$ cat src/rtl/shift_cmd_ctrl_pkg.sv
// ---------------------------------------------------------------------------
// shift_ctrl_pkg
// Shared types for the shift command controller and its shift datapath.
//   op_e    : host command opcodes carried on cmd_op
//   state_e : controller states (IDLE accepts commands, SHIFT steps the core)
//   mode_e  : mode select driven into shift_core each cycle
// ---------------------------------------------------------------------------
package shift_ctrl_pkg;

  typedef enum logic [1:0] {
    OP_CLR  = 2'b00,
    OP_SHL  = 2'b01,
    OP_SHR  = 2'b10,
    OP_LOAD = 2'b11
  } op_e;

  typedef enum logic {
    IDLE  = 1'b0,
    SHIFT = 1'b1
  } state_e;

  typedef enum logic [1:0] {
    MODE_HOLD  = 2'b00,
    MODE_LEFT  = 2'b01,
    MODE_RIGHT = 2'b10,
    MODE_LOAD  = 2'b11
  } mode_e;

endpackage

$ cat src/rtl/shift_cmd_ctrl_core.sv
// ---------------------------------------------------------------------------
// shift_core
// N-bit universal shift register with a 2-bit mode mux.
// Ports:
//   clk        : rising-edge clock
//   rst        : synchronous active-high reset, clears the register
//   i_mode     : hold / shift left / shift right / parallel load
//   i_fill     : bit entering the vacated end on a shift
//   i_loadData : parallel load value used in MODE_LOAD
//   o_q        : register contents
// ---------------------------------------------------------------------------
module shift_core
  import shift_ctrl_pkg::*;
#(
  parameter int N = 8
) (
  input  logic         clk,
  input  logic         rst,
  input  mode_e        i_mode,
  input  logic         i_fill,
  input  logic [N-1:0] i_loadData,
  output logic [N-1:0] o_q
);

  logic [N-1:0] r_q;

  // The register itself: left shift brings the fill bit in at bit 0,
  // right shift brings it in at bit N-1.
  always_ff @(posedge clk) begin
    if (rst) begin
      r_q <= '0;
    end else begin
      case (i_mode)
        MODE_LEFT:  r_q <= {r_q[N-2:0], i_fill};
        MODE_RIGHT: r_q <= {i_fill, r_q[N-1:1]};
        MODE_LOAD:  r_q <= i_loadData;
        default:    r_q <= r_q;
      endcase
    end
  end

  assign o_q = r_q;

endmodule

$ cat src/rtl/shift_cmd_ctrl.sv
// ---------------------------------------------------------------------------
// shift_cmd_ctrl
// Command-driven sequencer for an N-bit universal shift datapath. One command
// is accepted per valid/ready handshake; shift commands are stepped one bit
// per cycle and every accepted command produces a single done pulse.
// Optional feature macro: SHIFT_ROT_EN adds cmd_rot, selecting rotate instead
// of ser_in as the fill bit for shift commands.
// Ports:
//   clk, rst   : rising-edge clock, synchronous active-high reset
//   cmd_valid  : command present
//   cmd_ready  : controller idle and able to accept
//   cmd_op     : 00 CLR, 01 SHL, 10 SHR, 11 LOAD
//   cmd_cnt    : shift step count for SHL/SHR
//   cmd_data   : parallel load value for LOAD
//   cmd_rot    : (SHIFT_ROT_EN only) rotate instead of using ser_in
//   ser_in     : fill bit sampled at every shift edge
//   ser_out    : q[N-1] after a left-shift command, else q[0]
//   q          : register contents
//   busy       : multi-cycle shift in progress
//   done       : one-cycle completion pulse
// ---------------------------------------------------------------------------
module shift_cmd_ctrl
  import shift_ctrl_pkg::*;
#(
  parameter int N  = 8,
  parameter int CW = $clog2(N + 1)
) (
  input  logic          clk,
  input  logic          rst,
  input  logic          cmd_valid,
  output logic          cmd_ready,
  input  logic [1:0]    cmd_op,
  input  logic [CW-1:0] cmd_cnt,
  input  logic [N-1:0]  cmd_data,
`ifdef SHIFT_ROT_EN
  input  logic          cmd_rot,
`endif
  input  logic          ser_in,
  output logic          ser_out,
  output logic [N-1:0]  q,
  output logic          busy,
  output logic          done
);

  localparam logic [CW-1:0] CNT_ONE = CW'(1);

  state_e        r_state;
  state_e        w_stateNext;
  logic [CW-1:0] r_rem;
  logic [CW-1:0] w_remNext;
  logic          r_dirLeft;
  logic          w_dirLeftNext;
  logic          r_done;
  logic          w_doneNext;
  logic          w_accept;
  logic          w_fill;
  mode_e         w_mode;
  logic [N-1:0]  w_loadData;
  logic [N-1:0]  w_q;
  op_e           w_op;

  assign w_op     = op_e'(cmd_op);
  assign cmd_ready = (r_state == IDLE) && !rst;
  assign w_accept = cmd_valid && cmd_ready;

`ifdef SHIFT_ROT_EN
  logic r_rot;
  logic w_rotNext;

  // Rotating feeds back the bit that is about to leave the register.
  assign w_fill = r_rot ? (r_dirLeft ? w_q[N-1] : w_q[0]) : ser_in;
`else
  assign w_fill = ser_in;
`endif

  // Controller state: all registered bookkeeping lives here. Reset leaves the
  // direction at "right" so ser_out starts out as q[0] = 0.
  always_ff @(posedge clk) begin
    if (rst) begin
      r_state   <= IDLE;
      r_rem     <= '0;
      r_dirLeft <= 1'b0;
      r_done    <= 1'b0;
`ifdef SHIFT_ROT_EN
      r_rot     <= 1'b0;
`endif
    end else begin
      r_state   <= w_stateNext;
      r_rem     <= w_remNext;
      r_dirLeft <= w_dirLeftNext;
      r_done    <= w_doneNext;
`ifdef SHIFT_ROT_EN
      r_rot     <= w_rotNext;
`endif
    end
  end

  // Next-state and datapath control. CLR is a parallel load of zero, so the
  // core only needs its load path for both CLR and LOAD. A zero-count shift
  // completes immediately but still records its direction for ser_out.
  always_comb begin
    w_stateNext   = r_state;
    w_remNext     = r_rem;
    w_dirLeftNext = r_dirLeft;
    w_doneNext    = 1'b0;
    w_mode        = MODE_HOLD;
    w_loadData    = cmd_data;
`ifdef SHIFT_ROT_EN
    w_rotNext     = r_rot;
`endif
    case (r_state)
      IDLE: begin
        if (w_accept) begin
          case (w_op)
            OP_CLR: begin
              w_mode     = MODE_LOAD;
              w_loadData = '0;
              w_doneNext = 1'b1;
            end
            OP_LOAD: begin
              w_mode     = MODE_LOAD;
              w_doneNext = 1'b1;
            end
            default: begin
              w_dirLeftNext = (w_op == OP_SHL);
`ifdef SHIFT_ROT_EN
              w_rotNext     = cmd_rot;
`endif
              if (cmd_cnt == '0) begin
                w_doneNext = 1'b1;
              end else begin
                w_stateNext = SHIFT;
                w_remNext   = cmd_cnt;
              end
            end
          endcase
        end
      end
      SHIFT: begin
        w_mode    = r_dirLeft ? MODE_LEFT : MODE_RIGHT;
        w_remNext = r_rem - CNT_ONE;
        if (r_rem == CNT_ONE) begin
          w_stateNext = IDLE;
          w_doneNext  = 1'b1;
        end
      end
      default: begin
        w_stateNext = IDLE;
      end
    endcase
  end

  shift_core #(
    .N(N)
  ) u_core (
    .clk        (clk),
    .rst        (rst),
    .i_mode     (w_mode),
    .i_fill     (w_fill),
    .i_loadData (w_loadData),
    .o_q        (w_q)
  );

  assign q       = w_q;
  assign ser_out = r_dirLeft ? w_q[N-1] : w_q[0];
  assign busy    = (r_state == SHIFT);
  assign done    = r_done;

endmodule
$ cat config.mk
export PLATFORM = sky130hd
export DESIGN_NAME = shift_cmd_ctrl
export DESIGN_NICKNAME = d
export VERILOG_FILES = /design/src/rtl/shift_cmd_ctrl_pkg.sv /design/src/rtl/shift_cmd_ctrl_core.sv /design/src/rtl/shift_cmd_ctrl.sv
export SDC_FILE = /design/constraint.sdc
export NUM_CORES = 1
export LEC_CHECK = 0
export CORE_UTILIZATION = 40
export CTS_BUF_LIST = sky130_fd_sc_hd__clkbuf_4 sky130_fd_sc_hd__clkbuf_8
export CTS_CLUSTER_SIZE = 28
export DETAILED_ROUTE_END_ITERATION = 8
export DONT_BUFFER_PORTS = 1
export SKIP_LAST_GASP = 1
export SYNTH_ARGS = -nofsm -noshare
export SYNTH_HDL_FRONTEND = slang
export SYNTH_SLANG_ARGS = --single-unit
$ cat constraint.sdc
create_clock -name clk -period 1.9 [get_ports clk]
set_clock_uncertainty 0.1 [all_clocks]
set_input_delay 0.19 -clock clk [delete_from_list [all_inputs] [get_ports clk]]
set_output_delay 0.19 -clock clk [all_outputs]
set_load 0.05 [all_outputs]
==> results of run 1 <==
==> metrics by stage <==
stage	instances	hold WS [ns]	area [um2]	power, mW	utilization (%)
2_1_floorplan	110	0.242	963	0.588	-
3_3_place_gp	144	0.161	1050	0.636	46.8
3_5_place_dp	144	0.164	1050	0.639	46.8
4_1_cts	152	0.00585	1120	0.862	50.0
5_1_grt	152	0.0235	1120	0.907	50.0
6_report	152	0.000120	1120	0.860	50.0
==> flip-flops by register name (all words and copies together) (netlist names) <==
| signal | count |
|---|---|
| u_core.o_q | 8 |
| busy | 1 |
| r_rem | 4 |
| done | 1 |
| r_dirLeft | 1 |
==> layout make-up <==
type	instances	area, um2	area share [%]
Sequential cell	15	300	26.9
Timing Repair Buffer	18	145	13.0
Clock buffer	4	30.0	2.69
Inverter	14	52.6	4.71
Tap cell	28	35.0	3.14
Multi-Input combinational cell	73	553	49.6
==> cell usage in the layout (no fill, tap or decap), types with 2 or more instances in the layout <==
cell           count
a21oi_1           12
nand2_1            5
nor3b_2            2
nor3b_1            6
buf_4             14
o221a_2            8
o21a_1             8
inv_1             14
clkbuf_4           4
nor2b_1            2
dfxtp_1           15
nand3_1            2
a2bb2oi_1          2
dlygate4sd3_1      4
o211ai_1           4
ha_1               4
o21ai_0            3
==> layer usage <==
layer	vias to the layer above	global-route usage, %
met3	2	6.85
met4	0	3.70
met2	20	35.5
met1	402	19.8
met5	-	0
li1	426	-
==> where the power goes <==
part,leakage (nW),internal (mW),switching [mW]
registers,0.123,0.343,0.0277
logic,0.298,0.109,0.163
clock network,0.0184,0.0960,0.121
total,0.439,0.548,0.311
==> kinds of logic after synthesis <==
group                    count (synthesis)
AO/OA/AOI/OAI                           40
XOR/XNOR                                 1
adder cells (fa/ha/maj)                  4
buffers and inverters                   22
flip-flops                              15
multiplexers                             1
AND/OR/NAND/NOR                         27
==> worst paths after layout <==
kind	from	to	slack [ns]	depth (start not counted)
worst max register to register	busy	u_core.o_q[0]	0.32	3
worst max-delay path	busy	u_core.o_q[0]	0.32	3
worst min-delay path	cmd_cnt[0]	r_rem[0]	0.0001	2
worst min register to register	r_dirLeft	r_dirLeft	0.42	2
==> results.toml, run 1 <==
[sta]
fmax_mhz = 633
hold_violations = 0
setup-tns-final_ns = 0
fin_ws_ns = 0.320
slew_headroom_pct = 65.9
setup_viol = 0
fin_crit_sh_pct = 83.1
finalCriticalPeriod_ns = 1.58
rsz0062_at_grt = "no"
tightest_slew_ns = 0.510
slew_violations = 0

[setup_path]
path_delay_family = "simple AND/OR/NAND/NOR gates"
crit_chain = "or4b_4 > nor3b_1 > o221a_2"
slowest_stage = "or4b_4"
path_class = "reg2reg"
worst_ep_required_time_ns = 2.05
start_kind = "register"
cp.buffers_inverters = 0
cp_max_fo = 16
critPathCaptureType = "register"
arrival_ns = 1.73
cp_slowest_stage_delay_ns = 0.63

[cells_and_area]
diodes = 0
num-fill-cells = 211
final_layout_size_suffix_gt1_share_pct = 26.6
final_nets = 147
area_growth_pct = 16.1

[logic_synthesis]
synth_top_family_by_area = "compound AO/OA/AOI/OAI gates"
synth_warnings = 0
synth_area_per_cell_um2 = 8.74
syn-instance-count = 110
ys_seq_area_share_pct = 31.3
async_reset_ff_share_pct = 0
synth-compound-area-share_pct = 30.6
syn-num-nets = 132
synth_top_area_share_pct = 31.3
synthAdderAreaFrac_pct = 5.21
synth_cell_type_count = 32
yosysTopAreaCell = "dfxtp_1"
yosys.area_share.simple_pct = 19.4
yosysMostFrequentCell = "dfxtp_1"
synth_edf_count = 0
yosys_register_bits = 15
synth_area_um2 = 961
yosys-top-cells-count = "dfxtp_1, inv_1, a21oi_1"
synth_mux_area_share_pct = 1.17
synthTopCellsByArea = "dfxtp_1, o221a_2, a21oi_1"
synth_flop_cell = "dfxtp_1"
synthXorXnorAreaFrac_pct = 0.911

[place]
port-buffer-count = 0
place_ws_ns = 0.102
hpwl_mm = 1.56
place.gp.congestion = 0.762

[route]
ant_nets = 0
post-route-drc-count = 0
met1_length_mm = 1.02
routed_wl_mm = 2.26
top_layer_used = "met4"
via_count = 850
wl_met2_mm = 1.12
wl_per_cell_um = 14.8
met3_length_um = 97
vias_per_cell = 5.59
drt_first_iter_violations = 13
first_pass_iters = 4

[grt]
grt_max_degree = 17
grt_usage_pct = 18.9
grt_overflow = 0
antenna_found_initial = 0
grt_pass1_wl_mm = 3.64
grt_pass1_vias = 850

[cts]
cts_resized = 0
cts.sink_count = 15
htreeDepth = 1
cts_hold_buffers = 4
clkTransAtPathRegs_ns = 0.11
root_buffer = "clkbuf_4"
cts_buffer_depth = 2
clk_latency_ns = 0.30
cts_tree = "yes"
cts_setup_buffers = 0
cts_buffers = 3

[floorplanning]
start_util_pct = 43.0
rows = 17
die_h_um = 51.0
die_w_um = 51.0
coreArea_um2 = 2230
io-pin-count = 30
dieArea_um2 = 2600

[power_and_ir_drop]
ir_worst_vdd_mv = 0.604
p_leak_nw = 0.439
power_density_nw_per_um2 = 770

[flow_run]
drv_cap = 0

[status]
status = "completed"

[worst_hold_path]
hold_class = "in2reg"
Power figures use the tool's default switching activity.
==> run 2: changes to the inputs <==
clock period = 1.35 ns   (was 1.9 ns; I/O delays follow)
==> results.toml, run 2 (synthesized netlist as in run 1, its figures left out) <==
[place]
port-buffer-count = 0
dpl.cell_count = 152
placed_cell_area_um2 = 1160
place_ws_ns = -0.254
hpwl_mm = 1.70
place.gp.congestion = 0.799

[floorplanning]
coreArea_um2 = 2230
die_h_um = 51.0
io-pin-count = 30
dieArea_um2 = 2600
die_w_um = 51.0
rows = 17
start_util_pct = 43.0

[cts]
cts_buffer_depth = 2
root_buffer = "clkbuf_4"
clkTransAtPathRegs_ns = 0.10
cts_buffers = 3
htreeDepth = 1
clk_latency_ns = 0.29
cts.sink_count = 15
cts_tree = "yes"
cts_hold_buffers = 3

[sta]
holdWs_ns = -0.209
setup-tns-final_ns = -1.70
fmax_mhz = 643
slew_violations = 0
rsz0062_at_grt = "yes"
finalCriticalPeriod_ns = 1.56
fin_ws_ns = -0.205
fin_crit_sh_pct = 115
hold_violations = 13
tightest_slew_ns = 0.474
setup_viol = 13
slew_headroom_pct = 68.4

[grt]
grt_max_degree = 20
grt_pass1_vias = 882
grt_pass1_wl_mm = 4.01
grt_usage_pct = 20.6
antenna_found_initial = 0
grt_overflow = 0

[setup_path]
slowest_stage = "or4b_4"
arrival_ns = 1.64
path_delay_family = "simple AND/OR/NAND/NOR gates"
cp_slowest_stage_delay_ns = 0.60
crit_chain = "or4b_4 > o21a_1 > o221a_2"
cp.buffers_inverters = 0
start_kind = "register"
critPathCaptureType = "register"
path_class = "reg2reg"
cp_max_fo = 8
worst_ep_required_time_ns = 1.43

[cells_and_area]
largest_register_ff_count = 8
final_cell_mix = "buf_4, inv_1, a21oi_1"
layout_commonest_cell = "buf_4"
diodes = 0
final_nets = 161
area_growth_pct = 43.9
num-fill-cells = 203
postLayoutCellArea_um2 = 1380
fin_cells = 166
fin_util_pct = 61.9
final_layout_size_suffix_gt1_share_pct = 50.7

[route]
post-route-drc-count = 0
via_count = 930
first_pass_iters = 4
wl_per_cell_um = 16.2
drt_first_iter_violations = 18
ant_nets = 0
routed_wl_mm = 2.69
vias_per_cell = 5.60

[worst_hold_path]
hold_class = "in2reg"

[power_and_ir_drop]
power.total_mw = 1.30
power_density_nw_per_um2 = 944
p_leak_nw = 0.548
ir_worst_vdd_mv = 0.776

[flow_run]
drv_cap = 0

[status]
status = "finished, violations left"
violations = "negative hold slack, negative setup slack"
-- run 2: cell type report --
type,instances,area (um2),area share (%)
tap,28,35.0,2.53
clock buffer,4,30.0,2.17
timing repair buffer,31,277,20.0
multi-input combinational,74,679,49.1
sequential,15,309,22.4
inverter,14,52.6,3.80
-- run 2: repair_timing --
| item | in CTS | in global routing |
|---|---|---|
| cloned | 1 | 0 |
| setup endpoints to repair | 13 | 16 |
| setup buffers | 0 | 6 |
| pin swaps | 2 | 14 |
| hold endpoints to repair | 15 | 13 |
| resized for setup | 8 | 20 |
-- run 2: power by group --
| group | leakage [nW] | switching [mW] | internal (mW) |
|---|---|---|---|
| sequential | 0.125 | 0.0460 | 0.484 |
| clock | 0.0184 | 0.157 | 0.135 |
| combinational | 0.404 | 0.253 | 0.229 |
-- run 2: worst paths after layout --
kind | slack (ns) | startpoint | to | depth (start not counted)
max | -0.21 | busy | u_core.o_q[1] | 3
min reg2reg | 0.45 | u_core.o_q[0] | u_core.o_q[0] | 1
max reg2reg | -0.21 | busy | u_core.o_q[1] | 3
min | -0.21 | rst | r_dirLeft | 1
-- run 2: routing by layer --
layer | vias up | track usage (%) | routed length (um)
li1 | 457 | - | -
met5 | - | 0 | 0
met1 | 449 | 25.5 | 1190
met2 | 22 | 34.4 | 1340
met3 | 2 | 6.55 | 139
met4 | 0 | 4.63 | 14
==> run 3: changes to the inputs <==
CELL_PAD_IN_SITES_DETAIL_PLACEMENT = 0   (was not set)
CELL_PAD_IN_SITES_GLOBAL_PLACEMENT = 1   (was not set)
PLACE_DENSITY_LB_ADDON = 0.1   (was not set)
==> results.toml, run 3 (synthesized netlist as in run 1, its figures left out) <==
[status]
status = "finished, violations left"
violations = "negative hold slack, negative setup slack"

[power_and_ir_drop]
ir_worst_vdd_mv = 0.498
power.internal_mw = 0.824
power_density_nw_per_um2 = 979
seqPwrFrac_pct = 41.8
p_sw_share_pct = 34.8
switchingPower_mw = 0.440
combinationalPowerShare_pct = 35.4
clkPwrFrac_pct = 22.9
p_leak_nw = 0.497

[cts]
clkTransAtPathRegs_ns = 0.10
cts.sink_count = 15
cts_tree = "yes"
htreeDepth = 1
root_buffer = "clkbuf_4"
cts_hold_buffers = 2
cts_buffer_depth = 2
cts_setup_buffers = 0
cts_buffers = 3
clk_latency_ns = 0.29

[worst_hold_path]
whs_path_depth = 1
min_from = "rst"
hold_class = "in2reg"
hold_end = "r_rem[0]"

[cells_and_area]
num-fill-cells = 201
diodes = 0
multi_input_area_um2 = 668
fin_cells = 158
largest_register_ff_count = 8
final_cell_mix = "buf_4, inv_1, a21oi_1"
final_layout_size_suffix_gt1_share_pct = 45.4
final_nets = 153
area_growth_pct = 34.4
seq_area_um2 = 308
layout_commonest_cell = "buf_4"

[route]
wl_per_cell_um = 15.8
routed_wl_mm = 2.49
post-route-drc-count = 0
drt_first_iter_violations = 6
first_pass_iters = 4
vias_per_cell = 5.59
ant_nets = 0
via_count = 883

[grt]
grt_use_met2_pct = 36.8
antenna_found_initial = 0
grt_usage_pct = 21.0
grt_max_degree = 20
top_usage_layer = "met2"
grt_pass1_wl_mm = 3.99
grt_use_met1_pct = 25.0
met3_usage_pct = 2.98
grt_overflow = 0
grt_pass1_vias = 857

[sta]
finalCriticalPeriod_ns = 1.55
rsz0062_at_grt = "yes"
slew_violations = 0
slew_headroom_pct = 68.0
fin_ws_ns = -0.196
setup_viol = 12
fin_crit_sh_pct = 115
hold_violations = 15
holdWs_ns = -0.207
fmax_mhz = 647
tightest_slew_ns = 0.479

[setup_path]
arrival_ns = 1.63
reg2reg_depth = 3
path_class = "reg2reg"
cp_max_fo = 8
worstReg2RegStart = "busy"
critPathCaptureType = "register"
start_kind = "register"
worst_ep_required_time_ns = 1.43
r2r_slack_ns = -0.20
r2r_end = "u_core.o_q[1]"

[place]
place.gp.congestion = 0.715
dpl.cell_count = 151
place_ws_ns = -0.298
port-buffer-count = 0
hpwl_mm = 1.66

[floorplanning]
start_util_pct = 43.0
coreArea_um2 = 2230
io-pin-count = 30
die_h_um = 51.0
dieArea_um2 = 2600
die_w_um = 51.0
rows = 17

[flow_run]
drv_cap = 0
## run 3: how the worst max path moves through the flow
stage	start	end	slack (ns)	depth (start not counted)
3_3_place_gp	cmd_op[0]	u_core.o_q[1]	-0.23	5
3_5_place_dp	cmd_op[1]	u_core.o_q[0]	-0.30	5
2_1_floorplan	busy	u_core.o_q[0]	-0.35	5
5_1_grt	busy	u_core.o_q[5]	-0.23	3
6_report	busy	u_core.o_q[1]	-0.20	3
4_1_cts	busy	u_core.o_q[1]	-0.21	3
## run 3: layout make-up
cell class | count | share of cell area, %
Clock buffer | 4 | 2.33
Inverter | 14 | 4.07
Multi-Input combinational cell | 74 | 51.7
Sequential cell | 15 | 23.8
Tap cell | 28 | 2.71
Timing Repair Buffer | 23 | 15.3
## run 3: worst max-delay path: stages, from the launching register on
cell     delay [ns]
dfxtp_4        0.36
or4b_4         0.61
o21a_1         0.15
o221a_2        0.21
## run 3: power groups by stage
stage	Clock (mW)	Sequential, mW	Combinational (mW)
2_1_floorplan	0	0.620	0.221
3_3_place_gp	0	0.534	0.409
3_5_place_dp	0	0.535	0.413
4_1_cts	0.306	0.527	0.438
5_1_grt	0.324	0.534	0.479
6_report	0.289	0.528	0.447
## run 3: through the flow
stage	TNS [ns]	cell area (um2)	power (mW)	utilization, %
3_3_place_gp	-1.96	1150	0.943	51.6
6_report	-1.56	1290	1.26	57.8
3_5_place_dp	-2.33	1150	0.948	51.6
2_1_floorplan	-3.22	1000	0.841	-
5_1_grt	-2.16	1290	1.34	57.8
4_1_cts	-1.98	1260	1.27	56.4
## run 3: metal layers
metal  share of wire [%]  vias up
li1                    -      442
met5                   0        -
met1                  46      420
met2                  50       19
met4                0.68        0
met3                 3.4        2
## run 3: timing repair
action | CTS | global route
resized for setup | 11 | 8
hold endpoints to repair | 15 | 15
endpoints found under the setup margin | 16 | 17
pin swaps | 2 | 6
gates cloned | 1 | 0
